**config.mk**
```make
export PLATFORM = sky130hd
export DESIGN_NAME = johnson_decoder
export DESIGN_NICKNAME = d
export VERILOG_FILES = /design/src/rtl/johnson_decoder.sv
export SDC_FILE = /design/constraint.sdc
export NUM_CORES = 1
export LEC_CHECK = 0
export ABC_AREA = 1
export BUFFER_PORTS_ARGS = -buffer_cell sky130_fd_sc_hd__buf_2
export CAP_MARGIN = 20
export CORE_ASPECT_RATIO = 2
export CORE_MARGIN = 1
export CORE_UTILIZATION = 55
export DETAILED_ROUTE_END_ITERATION = 8
export PLACE_DENSITY = 0.76
export SYNTH_ARGS = -nofsm -noshare
export SYNTH_HDL_FRONTEND = slang
export SYNTH_SLANG_ARGS = --single-unit
```
**constraint.sdc**
```tcl
create_clock -name clk -period 6.3 [get_ports clk]
set_input_delay 0.315 -clock clk [delete_from_list [all_inputs] [get_ports clk]]
set_output_delay 0.315 -clock clk [all_outputs]
set_load 0.02 [all_outputs]
```
**src/rtl/johnson_decoder.sv**
```systemverilog
// Johnson-code receiver: decodes a sampled Johnson code to index/one-hot,
// checks successor legality, tracks lock and counts sequence/code errors.
module johnson_decoder #(
    parameter  int WIDTH    = 4,
    parameter  int LOCK_CNT = 4,
    parameter  int ERRW     = 8,
    localparam int N        = 2 * WIDTH,
    localparam int IW       = $clog2(N)
) (
    input  logic            clk,
    input  logic            reset,
    input  logic [WIDTH-1:0] code_in,
    input  logic            code_valid,
    output logic [IW-1:0]   index,
    output logic [N-1:0]    onehot,
    output logic            code_ok,
    output logic            seq_err,
    output logic            locked,
    output logic [ERRW-1:0] err_count
);

    typedef enum logic [1:0] {UNLOCKED, ACQUIRE, LOCKED} state_t;

    state_t          state, state_n;
    logic [7:0]      good, good_n;
    logic [IW-1:0]   ref_idx, ref_n;
    logic [IW-1:0]   index_n;
    logic [N-1:0]    onehot_n;
    logic            code_ok_n, err_inc;
    logic [ERRW-1:0] err_count_n;

    logic [IW:0]     trans, k, new_idx, step;
    logic            legal;

    // A legal Johnson code has at most one 0/1 boundary between neighbours.
    always_comb begin
        trans = '0;
        k     = '0;
        for (int i = 0; i < WIDTH - 1; i++)
            trans = trans + (IW+1)'(code_in[i] ^ code_in[i+1]);
        for (int i = 0; i < WIDTH; i++)
            k = k + (IW+1)'(code_in[i]);
        legal = (trans <= (IW+1)'(1));
        if (code_in[WIDTH-1])
            new_idx = k;
        else if (k != '0)
            new_idx = (IW+1)'(N) - k;
        else
            new_idx = '0;
        // Forward distance from the reference position, modulo N.
        if (new_idx >= {1'b0, ref_idx})
            step = new_idx - {1'b0, ref_idx};
        else
            step = new_idx + (IW+1)'(N) - {1'b0, ref_idx};
    end

    always_comb begin
        state_n   = state;
        good_n    = good;
        ref_n     = ref_idx;
        index_n   = index;
        onehot_n  = onehot;
        code_ok_n = code_ok;
        err_inc   = 1'b0;
        if (code_valid) begin
            if (!legal) begin
                code_ok_n = 1'b0;
                onehot_n  = '0;
                err_inc   = 1'b1;
                state_n   = UNLOCKED;
                good_n    = '0;
            end else begin
                code_ok_n = 1'b1;
                index_n   = new_idx[IW-1:0];
                onehot_n  = '0;
                onehot_n[new_idx[IW-1:0]] = 1'b1;
                case (state)
                    UNLOCKED: begin
                        ref_n   = new_idx[IW-1:0];
                        good_n  = '0;
                        state_n = ACQUIRE;
                    end
                    ACQUIRE: begin
                        if (step == (IW+1)'(1)) begin
                            ref_n  = new_idx[IW-1:0];
                            good_n = good + 8'd1;
                            if (good + 8'd1 >= 8'(LOCK_CNT))
                                state_n = LOCKED;
                        end else if (step != '0) begin
                            ref_n  = new_idx[IW-1:0];
                            good_n = '0;
                        end
                    end
                    LOCKED: begin
                        if (step == (IW+1)'(1)) begin
                            ref_n = new_idx[IW-1:0];
                        end else if (step != '0) begin
                            err_inc = 1'b1;
                            ref_n   = new_idx[IW-1:0];
                            good_n  = '0;
                            state_n = ACQUIRE;
                        end
                    end
                    default: state_n = UNLOCKED;
                endcase
            end
        end
        err_count_n = (err_inc && err_count != '1) ? err_count + 1'b1 : err_count;
    end

    always_ff @(posedge clk) begin
        if (reset) begin
            state     <= UNLOCKED;
            good      <= '0;
            ref_idx   <= '0;
            index     <= '0;
            onehot    <= '0;
            code_ok   <= 1'b0;
            seq_err   <= 1'b0;
            locked    <= 1'b0;
            err_count <= '0;
        end else begin
            state     <= state_n;
            good      <= good_n;
            ref_idx   <= ref_n;
            index     <= index_n;
            onehot    <= onehot_n;
            code_ok   <= code_ok_n;
            seq_err   <= err_inc;
            locked    <= (state_n == LOCKED);
            err_count <= err_count_n;
        end
    end

endmodule

```
-- Word-level counts from Yosys, hierarchy flattened
Cells that the tools add are included.
- add/sub/neg operators: 11
- $mul: 0
- divide/modulo/power cells: 0
- order comparisons: 5
- equality and inequality tests: 8
- shifts and indexed selects: 0
- mux-type cells: 27
- bitwise logic cells: 3
- reductions and logical operators: 10
- operators by type and width (cell ; number):
    8-bit two-way mux ; 5
    8-bit case mux with 3 select lines ; 1
    8-bit by 1-bit adder with 8-bit output, second input constant ; 2
    2-bit two-way mux ; 6
    4-bit two-way mux ; 3
    8-bit by 3-bit >= comparator with 1-bit output, second input constant ; 1
    8-bit inequality test, second input constant ; 1
    4-bit nonzero test ; 2
    4-bit by 3-bit subtractor with 4-bit output ; 2
    1-bit two-way mux ; 7
    2-bit by 1-bit adder with 3-bit output ; 2
    3-bit two-way mux ; 2
    2-bit case mux with 3 select lines ; 1
    3-bit case mux with 2 select lines ; 1
    1-bit by 1-bit adder with 2-bit output ; 2
    3-bit by 1-bit adder with 4-bit output ; 1
    4-bit adder, second input constant ; 1
    2-bit equality test, second input constant ; 2
    4-bit by 1-bit equality test with 1-bit output, second input constant ; 1
    4-bit by 3-bit >= comparator with 1-bit output ; 1
    3-bit by 4-bit < comparator with 1-bit output, second input constant ; 1
    4-bit by 1-bit inequality test with 1-bit output, second input constant ; 1
    4-bit AND reduction ; 1
    4-bit subtractor, first input constant ; 1
    13 further kinds ; 16
- register bits: 35
- latch bits: 0
- RAM bits: 0
- bits in read-only memories: 0
- bits of input ports: 7
- output and inout port bits: 22
- word-level logic and storage cells: 73
- memories: 0

-- Longest topological paths before layout
- depth after elaboration: 16
- mapped depth: 29
- depth with buffers taken out: 29

-- Worst setup path before layout
OpenSTA, ideal clock, no wires.
- path kind: input -> register
- start point: input port code_in[0]
- end point: register err_count[4]
- library setup time: 116 ps
- arrival time: 4007 ps
- required time: 6184 ps
- slack: 2177 ps
- stages on the path: 26
- buffers on the path: 1
- cell sequence: inv_1 fa_1 inv_1 ha_1 inv_1 ha_1 inv_1 ha_1 ha_1 inv_1 o21ai_0 fa_1 ha_1 inv_1 nand3_1 nand2_1 nand3_1 nand2_4 inv_2 nand2_1 nand2_2 nand2_4 nand3_4 buf_6 nor3_2 nor2_1
- longest elaborated chain between the ends: 16
- elaborated cells on any way between the ends: 24
- those cells by class: add/sub (9); order compare (2); eq/ne (1); mux (8); bitwise (1); reduce/logical (3)
- RTL lines (element ; line ; source):
    from (decl) ; 12 ; input logic [WIDTH-1:0] code_in,
    1-bit by 1-bit adder with 2-bit output (*) ; 42 ; k = k + (IW+1)'(code_in[i]);
    2-bit by 1-bit adder with 3-bit output (*) ; 42 ;
    3-bit by 1-bit adder with 4-bit output (*) ; 42 ;
    4-bit subtractor or 4-bit nonzero test (tied branches) ; 47, 46 ;
    4-bit two-way mux ; 46 ; else if (k != '0)
    4-bit two-way mux (*) ; 44 ; if (code_in[WIDTH-1])
    named net new_idx[2] ; 32 ; logic [IW:0] trans, k, new_idx, step;
    4-bit adder ; 54 ; step = new_idx + (IW+1)'(N) - {1'b0, ref_idx};
    4-bit by 3-bit subtractor with 4-bit output ; 54 ;
    4-bit two-way mux (*) ; 51 ; if (new_idx >= {1'b0, ref_idx})
    4-bit nonzero test ; 97 ; end else if (step != '0) begin
    1-bit two-way mux ; 97 ;
    1-bit two-way mux (*) ; 95 ; if (step == (IW+1)'(1)) begin
    1-bit two-way mux (*) ; 77 ; case (state)
    1-bit two-way mux (*) ; 66 ; if (!legal) begin
    1-bit two-way mux (*) ; 65 ; if (code_valid) begin
    1-bit logical AND (*) ; 108 ; err_count_n = (err_inc && err_count != '1) ? err_count + 1'b1 : err_count;
    to (signal assigned) ; 131 ; err_count <= err_count_n;
    to (decl) ; 19 ; output logic [ERRW-1:0] err_count
Mark *: on every way through the listed nets, which the timed path passes. The rest lies on a longest branch.
A chain may end at the register's enable or synchronous reset.

-- Worst setup path after layout
- start point: input port code_in[3]
- end point: register err_count[4]
- longest elaborated chain between the ends: 14
- elaborated cells on any way between the ends: 21
- those cells by class: add/sub (6); order compare (2); eq/ne (1); mux (8); bitwise (1); reduce/logical (3)
- RTL lines (element ; line):
    3-bit by 1-bit adder with 4-bit output ; 42
    4-bit subtractor or 4-bit nonzero test (tied branches) ; 47, 46
    4-bit two-way mux ; 46
    4-bit two-way mux (*) ; 44
    named net new_idx[2] ; 32
    4-bit adder ; 54
    4-bit by 3-bit subtractor with 4-bit output ; 54
    4-bit two-way mux (*) ; 51
    4-bit nonzero test ; 97
    1-bit two-way mux ; 97
    1-bit two-way mux (*) ; 95
    1-bit two-way mux (*) ; 77
    1-bit two-way mux (*) ; 66
    1-bit two-way mux (*) ; 65
    1-bit logical AND (*) ; 108
Marked as above.

==> qor.txt <==
crit-path leading delay family: adder cells
leading area contributor after synthesis: dfxtp_1
Antenna diodes: 0
sequential area share after synthesis: 27.2%
CP endpoint kind: flip-flop
first-pass GRT wire length: 9680 um
Worst path max stage delay: 540 ps
Rel. slew slack: 53.6%
# hold bufs at CTS: 0
Critical Path AT: 4650 ps
Reg clk slew, reported paths: 70 ps
peak supply drop: 0.232 mV
wl on met1: 2280 um
Pre-antenna DRT Iters: 4
Highest Signal Layer: met4
placed insts: 450
slowest CP cell: o21ai_0
area of the die: 4980 um2
Yosys Warn Count: 0
fin crit share: 70.2%
post-route ant nets: 0
Buf+Inv Stages, Crit Path: 8
Required @ worst endpoint: 6530 ps
RSZ-0062 raised after global routing: no
leakage: 1.38 nW
Core Region: 4420 um2
clock latency on the worst-skew pair: 290 ps
FF-to-FF setup slack: 3700 ps
Max FO, Critical Path: 12
Mean Syn Cell Area: 6.79 um2
Synth-to-Final Area Change: 8.35%
Detailed Place HPWL: 4560 um
count leader, synth: nand2_1
post-synthesis mux area share: 0%
gr usage total: 25.2%
# IOs: 29
clk buf depth: 2
Synth top cells by count: nand2_1 (98), inv_1 (54), nand3_1 (39)
wire length on met2: 3300 um
setup bufs post-CTS: 0
Slew @ Worst Pin: 689 ps
combinational family with the most area after synthesis: simple AND/OR/NAND/NOR gates
Area after DPL: 2710 um2
routability cong.: 0.881
initial antenna violation count: 0
FF+latch count, synth: 35
Pwr Density: 260 nW/um2
top_reg_cell synth: dfxtp_1
largest net degree at the start of global routing: 24
Period minus WS final: 4420 ps
vias in the first global route: 2,362
vias per cell: 5.34
Netlist Area Pre-Place: 2580 um2
Port Buffers: 28
status: completed
hold path start: code_valid
post-CTS resize count: 0
Synth async-reset ratio: 0%
library cells used by synthesis: 35
Synth Net Count: 410
final-stage net count: 433
Synth top area share: 27.2%
Syn Inst Count: 380
setup violators final: 0
setup_tns: 0 ps
final wirelength: 5940 um
Fin Hold WS: 351 ps
Fmax: 226 MHz
CTS H-Tree Depth: 2
cells taking the most area after synthesis: dfxtp_1 (27%), nand2_1 (14%), ha_1 (9.7%), inv_1 (7.9%), nand3_1 (7.6%)
clk_skew: 5.20 ps
CP startpoint: code_in[3]
critical path endpoint: err_count[4]
reg2reg path depth: 17
Fin. Hold Viols: 0
CTS Buf Count: 5
metal3 WL: 161 um
r2r startpoint: ref_idx[1]
Startpoint Class: input pin
via count: 2,446
CTS tree: yes
CTS root buf: clkbuf_8
Die Ht: 98.8 um
CP Class: input pin to flip-flop
average wire per standard cell: 13.0 um
Initial Util: 58.3%
row cnt: 34
Num Clock Sinks: 35
Synth Area in Simple Gates: 36.9%
Synth Area in XOR/XNOR: 2.38%
Post-synth EDFFs: 0
capture point of the worst reg-to-reg path: err_count[4]
initial drt markers: 52
layout cells sized above 1: 15.6%
Final Instance Area: 2790 um2
Compound-Gate Fraction of Synth Area: 10.4%
Cell Count, Final, Fillers Out: 458
Hold Crit Class: input pin to flip-flop
CP dominant cell by count: inv_1
max-slew violation count: 0
Post-Synth Adder-Cell Area: 12.0%
CP Depth: 27
total congestion overflow: 0
Die Span X: 50.4 um
Max-cap violations: 0
Finished Core Util: 63.2%
DR DRC count: 0
[through the flow]
step                setup WS (ps)  power, mW
finish                       1880      0.728
global route                 1550      0.777
CTS                          1900      0.729
detailed placement           1590      0.570
global placement             1780      0.559
floorplan                    2180      0.526
[routing by layer]
layer  vias to the layer above  GRT usage, %
met5                         -             0
met4                         0          13.7
met3                        18          3.70
met2                        60          49.8
met1                      1109          22.9
li1                       1259             -
[logic make-up (layout without fill, tap and decap cells)]
group	Yosys count	count (layout)
AO/OA/AOI/OAI	45	45
XOR/XNOR	7	7
adder cells (fa/ha/maj)	23	23
buffers and inverters	69	93
flip-flops	35	35
AND/OR/NAND/NOR	201	201
[where the power goes]
part           internal [mW]  switching [mW]  total, mW
combinational          0.104           0.226      0.331
clock                 0.0776          0.0809      0.158
sequential             0.232         0.00660      0.239
total                  0.414           0.313      0.728
[cell type report]
cell class / instances / area (um2)
fillers: 442 / 1630
well taps: 54 / 67.6
inverters: 57 / 214
flip-flops and latches: 35 / 701
repair buffers: 28 / 140
multi-input cells: 276 / 1590
clock inverters: 1 / 5.00
clock buffers: 7 / 76.3
[how the worst min path moves through the flow]
stage / endpoint / slack [ps] / cells after the start
detailed placement: onehot[7] / 460 / 2
global route: seq_err / 350 / 3
floorplan: onehot[3] / 380 / 1
finish: seq_err / 350 / 3
CTS: seq_err / 340 / 3
global placement: onehot[1] / 450 / 2
[worst reg2reg max path: stages, from the launching register on]
cell and delay [ps]:
dfxtp_1 330, inv_1 70, ha_1 230, fa_1 440
ha_1 190, inv_1 70, nand3_1 80, nand2_1 70
nand3_1 120, nand2_4 130, inv_2 50, nand2_1 70
nand2_2 80, nand2_4 120, nand3_4 170, o21ai_1 180
nand2_1 60, nor2_1 80
[cells in the final DEF, fill, tap and decap left out, types with 4 or more instances in the layout]
| cell type | synthesis | final |
|---|---|---|
| inv_1 | 54 | 54 |
| ha_1 | 20 | 20 |
| nand2_1 | 98 | 98 |
| nand2_2 | 8 | 8 |
| buf_2 | 5 | 28 |
| nor2_1 | 30 | 30 |
| xor2_1 | 5 | 5 |
| a22oi_1 | 4 | 4 |
| nand4_1 | 11 | 11 |
| dfxtp_1 | 35 | 35 |
| nand3_1 | 39 | 39 |
| clkbuf_8 | 0 | 5 |
| a21oi_1 | 23 | 23 |
| o21ai_0 | 7 | 7 |
[flip-flops by register name, indices dropped and copies added (netlist names)]
name	flops
code_ok	1
err_count	8
good	8
index	3
locked	1
onehot	8
ref_idx	3
seq_err	1
state	2
No activity file was read; power rests on OpenSTA's default activity.
